<file path="src/rtl/xillyvga_capture_if.sv">
// ---------------------------------------------------------------------------
// xillyvga_capture_if
// AXI3 write-only channel bundle used by the capture block to reach the frame
// buffer interconnect.
//   master modport : drives AW/W, bready; observes awready/wready/bvalid/bresp
//   slave modport  : the interconnect / memory side
// ---------------------------------------------------------------------------
interface xillyvga_capture_if #(
  parameter int ADDR_WIDTH = 32,
  parameter int DATA_WIDTH = 32
);
  // Write address channel
  logic                    awvalid;
  logic                    awready;
  logic [ADDR_WIDTH-1:0]   awaddr;
  logic [3:0]              awlen;
  logic [2:0]              awsize;
  logic [1:0]              awburst;
  logic [2:0]              awprot;
  logic [3:0]              awcache;
  // Write data channel
  logic                    wvalid;
  logic                    wready;
  logic [DATA_WIDTH-1:0]   wdata;
  logic [DATA_WIDTH/8-1:0] wstrb;
  logic                    wlast;
  // Write response channel
  logic                    bvalid;
  logic                    bready;
  logic [1:0]              bresp;

  modport master (
    output awvalid, awaddr, awlen, awsize, awburst, awprot, awcache,
    output wvalid, wdata, wstrb, wlast,
    output bready,
    input  awready, wready, bvalid, bresp
  );

  modport slave (
    input  awvalid, awaddr, awlen, awsize, awburst, awprot, awcache,
    input  wvalid, wdata, wstrb, wlast,
    input  bready,
    output awready, wready, bvalid, bresp
  );
endinterface

</file>
<file path="src/rtl/xillyvga_capture.sv">
// ---------------------------------------------------------------------------
// xillyvga_capture
// Captures a DE/VSYNC/RGB pixel stream, packs each pixel as {8'h00,R,G,B},
// buffers the words in a FIFO and writes them to a frame buffer with AXI3
// INCR bursts (16 beats, or a shorter final burst when a frame is flushed).
//
// Ports
//   m_axi_aclk, m_axi_aresetn : clock, asynchronous active-low reset
//   cfg_base_addr             : frame buffer base (64-byte aligned)
//   cfg_enable                : capture enable, sampled at frame start
//   vid_*                     : pixel stream, qualified by vid_valid
//   m_axi                     : AXI3 write channel (master modport)
//   frame_done                : one-cycle pulse when a frame is fully written
//   overflow                  : sticky, a pixel was dropped on a full FIFO
//   resp_err                  : sticky, a non-OKAY bresp was received
// ---------------------------------------------------------------------------
module xillyvga_capture #(
  parameter int FIFO_DEPTH         = 64,
  parameter int C_M_AXI_ADDR_WIDTH = 32,
  parameter int C_M_AXI_DATA_WIDTH = 32,
  parameter int C_MAX_BURST_LEN    = 16
) (
  input  logic                          m_axi_aclk,
  input  logic                          m_axi_aresetn,
  input  logic [C_M_AXI_ADDR_WIDTH-1:0] cfg_base_addr,
  input  logic                          cfg_enable,
  input  logic                          vid_valid,
  input  logic                          vid_de,
  input  logic                          vid_vsync,
  input  logic                          vid_hsync,
  input  logic [7:0]                    vid_red,
  input  logic [7:0]                    vid_green,
  input  logic [7:0]                    vid_blue,
  xillyvga_capture_if.master            m_axi,
  output logic                          frame_done,
  output logic                          overflow,
  output logic                          resp_err
);

  localparam int PTR_W      = $clog2(FIFO_DEPTH);
  localparam int CNT_W      = PTR_W + 1;
  localparam int WORD_BYTES = C_M_AXI_DATA_WIDTH / 8;

  typedef enum logic [1:0] {
    S_IDLE,
    S_ADDR,
    S_DATA,
    S_RESP
  } state_t;

  // ------------------------------------------------------------------------
  // Pixel FIFO
  // ------------------------------------------------------------------------
  logic [31:0]      mem_q [FIFO_DEPTH];
  logic [31:0]      rd_data_q;
  logic [PTR_W-1:0] wr_ptr_q;
  logic [PTR_W-1:0] rd_ptr_q;
  logic [PTR_W-1:0] rd_ptr_d;
  logic [CNT_W-1:0] count_q;

  logic [31:0]      pix_word;
  logic             push_req;
  logic             fifo_full;
  logic             push;
  logic             pop;

  state_t                        state_q;
  logic                          awvalid_q;
  logic [C_M_AXI_ADDR_WIDTH-1:0] awaddr_q;
  logic [3:0]                    awlen_q;
  logic                          wvalid_q;
  logic                          wlast_q;
  logic                          bready_q;
  logic [3:0]                    beat_q;
  logic [C_M_AXI_ADDR_WIDTH-1:0] addr_ptr_q;
  logic                          frame_done_q;
  logic                          overflow_q;
  logic                          resp_err_q;
  logic                          active_q;
  logic                          flush_req_q;
  logic                          vsync_q;
  logic                          frame_start;
  logic                          burst_ready;

  assign pix_word  = {8'h00, vid_red, vid_green, vid_blue};
  // Pixels arriving during vsync are never stored, which keeps a flush exact.
  assign push_req  = vid_valid & vid_de & ~vid_vsync & active_q;
  assign fifo_full = (count_q == CNT_W'(FIFO_DEPTH));
  assign push      = push_req & ~fifo_full;
  assign pop       = (state_q == S_DATA) & wvalid_q & m_axi.wready;

  always_comb begin
    rd_ptr_d = rd_ptr_q;
    if (pop) begin
      rd_ptr_d = rd_ptr_q + PTR_W'(1);
    end
  end

  // Storage and registered read. The head is re-read every cycle from the
  // next read pointer, so wdata always shows the current head one cycle
  // after a pop. A burst only drains words that were counted in IDLE, so a
  // read never collides with a same-cycle write to the entry it needs.
  always_ff @(posedge m_axi_aclk) begin
    if (push) begin
      mem_q[wr_ptr_q] <= pix_word;
    end
    rd_data_q <= mem_q[rd_ptr_d];
  end

  always_ff @(posedge m_axi_aclk or negedge m_axi_aresetn) begin
    if (!m_axi_aresetn) begin
      wr_ptr_q   <= '0;
      rd_ptr_q   <= '0;
      count_q    <= '0;
      overflow_q <= 1'b0;
    end else begin
      if (push) begin
        wr_ptr_q <= wr_ptr_q + PTR_W'(1);
      end
      rd_ptr_q <= rd_ptr_d;
      case ({push, pop})
        2'b10:   count_q <= count_q + CNT_W'(1);
        2'b01:   count_q <= count_q - CNT_W'(1);
        default: count_q <= count_q;
      endcase
      if (push_req && fifo_full) begin
        overflow_q <= 1'b1;
      end
    end
  end

  // ------------------------------------------------------------------------
  // Frame-start detection: rising vsync among valid pixel-clock samples
  // ------------------------------------------------------------------------
  always_ff @(posedge m_axi_aclk or negedge m_axi_aresetn) begin
    if (!m_axi_aresetn) begin
      vsync_q <= 1'b0;
    end else if (vid_valid) begin
      vsync_q <= vid_vsync;
    end
  end

  assign frame_start = vid_valid & vid_vsync & ~vsync_q;
  assign burst_ready = (count_q >= CNT_W'(C_MAX_BURST_LEN));

  // ------------------------------------------------------------------------
  // Write FSM: one outstanding burst, all AXI outputs registered
  // ------------------------------------------------------------------------
  always_ff @(posedge m_axi_aclk or negedge m_axi_aresetn) begin
    if (!m_axi_aresetn) begin
      state_q      <= S_IDLE;
      awvalid_q    <= 1'b0;
      awaddr_q     <= '0;
      awlen_q      <= '0;
      wvalid_q     <= 1'b0;
      wlast_q      <= 1'b0;
      bready_q     <= 1'b0;
      beat_q       <= '0;
      addr_ptr_q   <= '0;
      frame_done_q <= 1'b0;
      resp_err_q   <= 1'b0;
      active_q     <= 1'b0;
      flush_req_q  <= 1'b0;
    end else begin
      frame_done_q <= 1'b0;

      case (state_q)
        S_IDLE: begin
          if (burst_ready) begin
            awlen_q   <= 4'(C_MAX_BURST_LEN - 1);
            awaddr_q  <= addr_ptr_q;
            awvalid_q <= 1'b1;
            state_q   <= S_ADDR;
          end else if (flush_req_q && (count_q != '0)) begin
            // Tail of the frame: a short burst with whatever is buffered.
            awlen_q   <= 4'(count_q - CNT_W'(1));
            awaddr_q  <= addr_ptr_q;
            awvalid_q <= 1'b1;
            state_q   <= S_ADDR;
          end else if (flush_req_q) begin
            // Frame fully written: rewind to base and re-sample the enable.
            flush_req_q  <= 1'b0;
            addr_ptr_q   <= cfg_base_addr;
            frame_done_q <= 1'b1;
            active_q     <= cfg_enable;
          end
        end

        S_ADDR: begin
          if (m_axi.awready) begin
            awvalid_q <= 1'b0;
            wvalid_q  <= 1'b1;
            wlast_q   <= (awlen_q == 4'd0);
            beat_q    <= '0;
            state_q   <= S_DATA;
          end
        end

        S_DATA: begin
          if (pop) begin
            if (wlast_q) begin
              wvalid_q   <= 1'b0;
              wlast_q    <= 1'b0;
              bready_q   <= 1'b1;
              addr_ptr_q <= addr_ptr_q +
                            C_M_AXI_ADDR_WIDTH'((32'(awlen_q) + 32'd1) * 32'(WORD_BYTES));
              state_q    <= S_RESP;
            end else begin
              beat_q  <= beat_q + 4'd1;
              wlast_q <= ((beat_q + 4'd1) == awlen_q);
            end
          end
        end

        S_RESP: begin
          if (m_axi.bvalid) begin
            bready_q <= 1'b0;
            if (m_axi.bresp != 2'b00) begin
              resp_err_q <= 1'b1;
            end
            state_q <= S_IDLE;
          end
        end

        default: state_q <= S_IDLE;
      endcase

      // Placed last so a new frame start wins over a same-cycle flush clear.
      if (frame_start) begin
        flush_req_q <= 1'b1;
      end
    end
  end

  // ------------------------------------------------------------------------
  // Outputs
  // ------------------------------------------------------------------------
  assign m_axi.awvalid = awvalid_q;
  assign m_axi.awaddr  = awaddr_q;
  assign m_axi.awlen   = awlen_q;
  assign m_axi.awsize  = 3'b010;
  assign m_axi.awburst = 2'b01;
  assign m_axi.awprot  = 3'b000;
  assign m_axi.awcache = 4'b0011;
  assign m_axi.wvalid  = wvalid_q;
  assign m_axi.wdata   = rd_data_q;
  assign m_axi.wstrb   = 4'hF;
  assign m_axi.wlast   = wlast_q;
  assign m_axi.bready  = bready_q;

  assign frame_done = frame_done_q;
  assign overflow   = overflow_q;
  assign resp_err   = resp_err_q;

  // hsync carries no information the capture path needs.
  logic unused_ok;
  assign unused_ok = vid_hsync;

endmodule

</file>
<file path="src/flat_wrapper.sv">
// flat-port wrapper written by rule: the top's interface ports become plain ports
module xillyvga_capture_flat 
#(
  parameter int FIFO_DEPTH         = 64,
  parameter int C_M_AXI_ADDR_WIDTH = 32,
  parameter int C_M_AXI_DATA_WIDTH = 32,
  parameter int C_MAX_BURST_LEN    = 16
)
  (m_axi_aclk, m_axi_aresetn, cfg_base_addr, cfg_enable, vid_valid, vid_de, vid_vsync, vid_hsync, vid_red, vid_green, vid_blue, frame_done, overflow, resp_err, m_axi_awvalid, m_axi_awaddr, m_axi_awlen, m_axi_awsize, m_axi_awburst, m_axi_awprot, m_axi_awcache, m_axi_wvalid, m_axi_wdata, m_axi_wstrb, m_axi_wlast, m_axi_bready, m_axi_awready, m_axi_wready, m_axi_bvalid, m_axi_bresp);
  xillyvga_capture_if #(.ADDR_WIDTH(32), .DATA_WIDTH(32)) m_axi_i ();
  input  logic m_axi_aclk;
  input  logic m_axi_aresetn;
  input  logic [C_M_AXI_ADDR_WIDTH-1:0] cfg_base_addr;
  input  logic cfg_enable;
  input  logic vid_valid;
  input  logic vid_de;
  input  logic vid_vsync;
  input  logic vid_hsync;
  input  logic [7:0] vid_red;
  input  logic [7:0] vid_green;
  input  logic [7:0] vid_blue;
  output logic frame_done;
  output logic overflow;
  output logic resp_err;
  output wire logic [$bits(m_axi_i.awvalid)-1:0] m_axi_awvalid;
  output wire logic [$bits(m_axi_i.awaddr)-1:0] m_axi_awaddr;
  output wire logic [$bits(m_axi_i.awlen)-1:0] m_axi_awlen;
  output wire logic [$bits(m_axi_i.awsize)-1:0] m_axi_awsize;
  output wire logic [$bits(m_axi_i.awburst)-1:0] m_axi_awburst;
  output wire logic [$bits(m_axi_i.awprot)-1:0] m_axi_awprot;
  output wire logic [$bits(m_axi_i.awcache)-1:0] m_axi_awcache;
  output wire logic [$bits(m_axi_i.wvalid)-1:0] m_axi_wvalid;
  output wire logic [$bits(m_axi_i.wdata)-1:0] m_axi_wdata;
  output wire logic [$bits(m_axi_i.wstrb)-1:0] m_axi_wstrb;
  output wire logic [$bits(m_axi_i.wlast)-1:0] m_axi_wlast;
  output wire logic [$bits(m_axi_i.bready)-1:0] m_axi_bready;
  input wire logic [$bits(m_axi_i.awready)-1:0] m_axi_awready;
  input wire logic [$bits(m_axi_i.wready)-1:0] m_axi_wready;
  input wire logic [$bits(m_axi_i.bvalid)-1:0] m_axi_bvalid;
  input wire logic [$bits(m_axi_i.bresp)-1:0] m_axi_bresp;
  assign m_axi_awvalid = m_axi_i.awvalid;
  assign m_axi_awaddr = m_axi_i.awaddr;
  assign m_axi_awlen = m_axi_i.awlen;
  assign m_axi_awsize = m_axi_i.awsize;
  assign m_axi_awburst = m_axi_i.awburst;
  assign m_axi_awprot = m_axi_i.awprot;
  assign m_axi_awcache = m_axi_i.awcache;
  assign m_axi_wvalid = m_axi_i.wvalid;
  assign m_axi_wdata = m_axi_i.wdata;
  assign m_axi_wstrb = m_axi_i.wstrb;
  assign m_axi_wlast = m_axi_i.wlast;
  assign m_axi_bready = m_axi_i.bready;
  assign m_axi_i.awready = m_axi_awready;
  assign m_axi_i.wready = m_axi_wready;
  assign m_axi_i.bvalid = m_axi_bvalid;
  assign m_axi_i.bresp = m_axi_bresp;
  xillyvga_capture #(.FIFO_DEPTH(FIFO_DEPTH), .C_M_AXI_ADDR_WIDTH(C_M_AXI_ADDR_WIDTH), .C_M_AXI_DATA_WIDTH(C_M_AXI_DATA_WIDTH), .C_MAX_BURST_LEN(C_MAX_BURST_LEN)) u_core (.m_axi_aclk(m_axi_aclk), .m_axi_aresetn(m_axi_aresetn), .cfg_base_addr(cfg_base_addr), .cfg_enable(cfg_enable), .vid_valid(vid_valid), .vid_de(vid_de), .vid_vsync(vid_vsync), .vid_hsync(vid_hsync), .vid_red(vid_red), .vid_green(vid_green), .vid_blue(vid_blue), .m_axi(m_axi_i), .frame_done(frame_done), .overflow(overflow), .resp_err(resp_err));
endmodule
</file>
<file path="config.mk">
export PLATFORM = sky130hd
export DESIGN_NAME = xillyvga_capture_flat
export DESIGN_NICKNAME = d
export VERILOG_FILES = /design/src/rtl/xillyvga_capture_if.sv /design/src/rtl/xillyvga_capture.sv /design/src/flat_wrapper.sv
export SDC_FILE = /design/constraint.sdc
export NUM_CORES = 2
export LEC_CHECK = 0
export ABC_AREA = 1
export BUFFER_PORTS_ARGS = -buffer_cell sky130_fd_sc_hd__buf_2
export CORE_MARGIN = 2
export CORE_UTILIZATION = 48
export CTS_CLUSTER_SIZE = 16
export DETAILED_ROUTE_END_ITERATION = 10
export GPL_TIMING_DRIVEN = 0
export PLACE_DENSITY = 0.65
export SYNTH_ARGS = -nofsm -noshare
export SYNTH_HDL_FRONTEND = slang
export SYNTH_SLANG_ARGS = --single-unit
</file>
<file path="constraint.sdc">
create_clock -name m_axi_aclk -period 5.51 [get_ports m_axi_aclk]
set_input_delay 0.8265 -clock m_axi_aclk [delete_from_list [all_inputs] [get_ports m_axi_aclk]]
set_output_delay 0.8265 -clock m_axi_aclk [all_outputs]
set_load 0.005 [all_outputs]
</file>
Yosys cells after proc, flatten, opt, wreduce, memory -nomap -nowiden
Memories as Yosys holds them, arrays and structs flattened. A register that Yosys moved wholly into a read port is not among the register bits.
Cells that the tools add are included.
{"block": "word_totals", "ram_bits": 1536, "mem_count": 1, "latch_bits": 0, "romBits": 0, "input_bits": 68, "output_inout_bits": 91, "reg_bits": 135, "elab_cells": 132}
{"block": "op_classes", "eq_ne": 18, "bitwise": 13, "reduce_logical": 24, "multipliers": 0, "n_lt_le_gt_ge": 1, "muxes": 49, "shift": 0, "div": 0, "n_addsub": 7}
{"name": "u_core.mem_q", "depth": 64, "width": 24, "rd": 1, "rd_clocked_by_memory_dff": 1, "write_ports": 1, "line": "xillyvga_capture.sv:54", "source": "logic [31:0] mem_q [FIFO_DEPTH];"}
{"op": "32-bit two-way mux", "count": 7}
{"op": "32-bit case mux with 2 select lines", "count": 1}
{"op": "32-bit adder", "count": 1}
{"op": "1-bit two-way mux", "count": 22}
{"op": "4-bit two-way mux", "count": 5}
{"op": "4-bit AND reduction", "count": 4}
{"op": "2-bit nonzero test", "count": 8}
{"op": "7-bit case mux with 2 select lines", "count": 1}
{"op": "6-bit by 1-bit adder with 6-bit output (second input constant)", "count": 2}
{"op": "2-bit two-way mux", "count": 6}
{"op": "3-bit AND reduction", "count": 4}
{"op": "2-bit by 1-bit != test with 1-bit output (second input constant)", "count": 5}
{"op": "2-bit != test (second input constant)", "count": 5}
{"op": "1-bit AND", "count": 8}
{"op": "1-bit case mux with 2 select lines", "count": 4}
{"op": "2-bit case mux with 4 select lines", "count": 1}
{"op": "4-bit case mux with 2 select lines", "count": 1}
{"op": "7-bit by 1-bit adder with 7-bit output (second input constant)", "count": 1}
{"op": "7-bit equality test (second input constant)", "count": 1}
{"op": "7-bit by 5-bit greater-or-equal comparator with 1-bit output (second input constant)", "count": 1}
{"op": "7-bit nonzero test", "count": 1}
{"op": "7-bit by 1-bit subtractor with 7-bit output (second input constant)", "count": 1}
{"op": "2-bit equality test (second input constant)", "count": 3}
{"op": "6-bit two-way mux", "count": 1}
{"op": "12 further kinds", "count": 18}

Logic depth before layout (Yosys ltp)
{"block": "depth", "word_depth": 6, "depth_mapped": 16, "mapped_depth_nobuf": 16}

Worst setup path before layout
No wires, ideal clock.
{"block": "synth_timing", "kind": "input port to flip-flop", "startpoint": "in vid_vsync", "endpoint": "mem u_core.mem_q[7][0] (netlist name), enable pin", "arrival_time_ns": 4.076, "setup_time_ns": 0.466, "path_stages": 6, "slack_ns": 0.968, "t_required_ns": 5.044, "path_buffers": 1, "cell_sequence": "nor3_1 -> nand2_1 -> inv_1 -> clkbuf_1 -> nand2_1 -> nor4_1"}
{"block": "synth_via", "elab_chain_cells": 6}
{"item": "start: declaration", "line": "flat_wrapper.sv:17", "source": "input logic vid_vsync;"}
{"item": "1-bit NOT", "line": "xillyvga_capture.sv:87", "source": "assign push_req = vid_valid & vid_de & ~vid_vsync & active_q;"}
{"item": "1-bit AND (2 in series)", "line": "xillyvga_capture.sv:87"}
{"item": "1-bit AND", "line": "xillyvga_capture.sv:89", "source": "assign push = push_req & ~fifo_full;"}
{"item": "1-bit two-way mux", "line": "xillyvga_capture.sv:104", "source": "if (push) begin"}
{"item": "1-bit two-way mux (not written as such)", "line": "xillyvga_capture.sv:105", "source": "mem_q[wr_ptr_q] <= pix_word;"}
{"item": "end: declaration", "line": "xillyvga_capture.sv:54"}
No other way between the ends.

Final worst setup path
{"block": "layout_timing", "startpoint": "reg u_core.state_q[0]", "endpoint": "reg u_core.rd_data_q[8] (netlist: u_core.m_axi.wdata[8]), read port of u_core.mem_q"}
{"block": "layout_via", "elab_chain_cells": 4}
{"item": "start: declaration", "line": "xillyvga_capture.sv:67", "source": "state_t state_q;"}
{"item": "start signal: assignment", "line": "xillyvga_capture.sv:151", "source": "state_q <= S_IDLE;"}
{"item": "start signal: assignment", "line": "xillyvga_capture.sv:173", "source": "state_q <= S_ADDR;"}
{"item": "start signal: assignment", "line": "xillyvga_capture.sv:179", "source": "state_q <= S_ADDR;"}
{"item": "2-bit equality test", "line": "xillyvga_capture.sv:90", "source": "assign pop = (state_q == S_DATA) & wvalid_q & m_axi.wready;"}
{"item": "1-bit AND (2 in series)", "line": "xillyvga_capture.sv:90"}
{"item": "6-bit two-way mux", "line": "xillyvga_capture.sv:94", "source": "if (pop) begin"}
{"item": "end: declaration", "line": "xillyvga_capture.sv:55", "source": "logic [31:0] rd_data_q;"}
No other way between the ends.
A chain may end at the register's enable or synchronous reset.

==> impl_metrics.toml <==
[run_status]
status = "finished, violations left"
failed_checks = "capacitance limit, slew limit"

[critical_path]
cpPeakStageDelay_ns = 1.16
cpMostUsedCell = "nand3_1"
path_cells = "inv_1 > ha_1 > nand3_1 > o21ai_1 > clkbuf_1 > clkbuf_1 > nand3_1 > nand3_1 > nand3_1 > nand3_1 > nand3_1 > nand2_1"
critPathTopFamily = "buffers and inverters"
cp_num_buf_inv = 3
cp.depth = 12
path_class = "reg -> reg"
worst_setup_path_end_kind = "flip-flop"
startpoint_type = "flip-flop"
critPathMaxFanout = 10
crit_arrival_ns = 6.04
reg2reg_depth = 12
crit_required_ns = 6.25
cp_slowest_cell = "clkbuf_1"

[min_path]
whs_path_depth = 3
min_path_type = "in -> reg"

[grt]
track_usage_pct = 31.19
grt_max_degree = 79
grt-ovfl-total = 0
grt_first_pass_wirelength_um = 351800
grt_pass1_vias = 51310
antenna_found_initial = 13

[timing]
slew_violations = 85
hold_ws_ns = 0.2500
setup_viol = 0
setup_ws_ns = 0.2061
fmax_ghz = 0.1885
fin_skew_ns = 0.04285
fin_crit_ns = 5.304
period_share_pct = 96.26
hold_viol_final = 0
worstMarginPinSlew_ns = 1.624
rsz0062_at_grt = "false"
slew_headroom_pct = -8.242

[placed_design]
gp_congestion = 0.9762
placedInstanceArea_um2 = 78490
numPortBuffers = 133
dp_slack_ns = 0.4199
hpwl_um = 167200

[cells_and_area]
area_delta_synth_final_pct = 14.58
post-route-cell-area_um2 = 84120
drive_gt1_share_pct = 9.166
nets = 7257
final_util_pct = 55.37

[die]
num_rows = 143
start_util_pct = 48.33
ioPinCount = 159
coreArea_um2 = 151900
fp.dieArea_um2 = 156100
dieWidth_um = 395.1
die-height_um = 395.1

[detailed_routing]
detail_route.wl_per_cell_um = 26.40
antenna_left = 0
drt_first_pass_iters = 6
vias_per_cell = 5.799
remaining_drc_errors = 0
drtIter0Drc = 7373
routed_wl_um = 246700
num_vias = 54200

[power]
switching_share_pct = 21.56
power.density_nw_per_um2 = 314.8
pwr-share-seq_pct = 52.9
max-vdd-ir-drop_uv = 315.7
p_comb_share_pct = 3.0
p_int_mw = 20.77
clockPowerShare_pct = 44.1
p_sw_mw = 5.709
power_mw = 26.48
power.leakage_nw = 32.66

[yosys]
avgSynthCellArea_um2 = 10.83
synthDistinctLibCells = 37
syn_area_um2 = 73410
ys_warn_count = 0
synthCells = 6777
ys_seq_area_share_pct = 67.00
synth_seq_cells = 1663

[clock_network]
cts.sinks = 1663
clk_latency_ns = 0.83
cts_resized = 0
clockBufferDepth = 3
clk_pin_slew_ns = 0.06
cts-root-buf = "clkbuf_16"
htree_levels = 4
cts-buffers-inserted = 174
cts_tree = "built"

[flow_run]
drv_cap = 4
[cells by family after synthesis]
group	share of synthesized area [%]
mux	0.01534
simple gates	23.73
compound gates	0.9443
flops	67.00
buf+inv	7.656
other cells	0.01023
fa+ha+maj	0.3170
xor+xnor	0.3341
[power by group through the flow]
stage               Sequential (mW)  Combinational (mW)  Clock [mW]
floorplan                      14.3               0.277           0
global placement               14.3               0.640           0
detailed placement             14.3               0.795           0
CTS                            14.0               0.797        11.7
global route                   14.0               0.860        12.2
finish                         14.0               0.807        11.7
[area by class of cell]
cell class	count	area [um2]
fillers	12820	67790
flip-flops and latches	1663	49180
repair buffers	196	2021
clock buffers	230	4740
plain buffers	445	1908
well taps	2030	2540
multi-input cells	3701	19150
clock inverters	85	845.8
inverters	990	3716
diodes	7	17.52
[sequential cells by signal, indices dropped and copies added, names as in the netlist, 2 cells and up]
register	count
u_core.beat_q	4
u_core.mem_q	1536
u_core.wr_ptr_q	6
u_core.m_axi.awlen	4
u_core.m_axi.awaddr	32
u_core.state_q	2
u_core.count_q	7
u_core.addr_ptr_q	32
u_core.rd_ptr_q	6
u_core.m_axi.wdata	24
[worst paths after layout]
path	start	endpoint	slack [ns]
worst max register to register	u_core.state_q[0]	u_core.m_axi.wdata[8]	0.21
min in group asynchronous	m_axi_aresetn	u_core.addr_ptr_q[13]	0.46
worst min register to register	u_core.m_axi.awaddr[19]	u_core.m_axi.awaddr[19]	0.46
worst max-delay path	u_core.state_q[0]	u_core.m_axi.wdata[8]	0.21
max in group asynchronous	m_axi_aresetn	u_core.rd_ptr_q[2]	4.30
worst min-delay path	cfg_enable	u_core.active_q	0.25
[layer usage]
layer	vias to the layer above	track usage, %	wire, um
met5	-	0	60
met4	8	16.29	14110
met3	653	6.838	27180
met2	3348	49.01	112400
met1	26320	40.72	92930
li1	23870	-	-
[timing repair]
action                    CTS  global route
hold endpoints to repair   25             0
setup buffers               0             0
hold buffers                1             0
[cells in the mapped netlist (all sizes together)]
cell	n	area, um2
nor3b	2	15.01
a211o	1	8.760
dfrtp	103	2577
nor2	130	490.5
nand2	1167	4380
edfxtp	1536	46120
nand3b	576	4324
or2	28	175.2
dfxtp	24	480.5
buf	185	928.4
nand4	16	100.1
o22ai	8	50.05
xor2	17	148.9
ha	17	212.7
o211ai	5	37.54
clkbuf	260	975.9
o21ai	86	430.4
a32o	1	10.01
mux2	1	11.26
inv	989	3712
conb	2	7.510
clkinv	1	3.750
xnor2	11	96.34
a21oi	22	110.1
a31o	1	8.760
fa	1	20.02
and2	1	6.260
a22oi	4	30.03
nand3	1562	7818
nor4	6	37.54
o21bai	1	7.510
nor3	13	70.07
[cells in the final DEF, fill, tap and decap left out, types with 8 or more instances in the layout]
master,n
ha_1,17
edfxtp_1,1536
conb_1,24
nor2_1,66
clkbuf_1,300
buf_2,219
nand4_1,16
xor2_1,17
o21ai_0,85
nor2_4,57
buf_16,19
o22ai_1,8
xnor2_1,10
dfrtp_1,103
bufinv_16,13
nand2_1,1167
nand3b_1,576
inv_1,989
buf_1,52
clkinv_1,31
nand3_1,1562
nor3_1,12
clkbuf_16,178
clkbuf_8,9
buf_4,51
clkinv_2,29
dfxtp_1,24
a21oi_1,22
or2_2,28
buf_12,32
[metrics by stage]
stage          setup TNS, ns  cells
3_3_place_gp         -105.83   8962
2_1_floorplan              0   6799
6_report                   0   9347
4_1_cts                    0   9340
5_1_grt                    0   9340
3_5_place_dp               0   9024
[worst register-to-register path, cell delays in order (launching register included)]
cell and delay (ns):
dfrtp_1 0.41, inv_1 0.10, ha_1 0.37, nand3_1 0.27, o21ai_1 1.01, clkbuf_1 1.16
clkbuf_1 0.51, nand3_1 0.17, nand3_1 0.11, nand3_1 0.12, nand3_1 0.24, nand3_1 0.44
nand2_1 0.32
(Power assumes the default switching activity.)
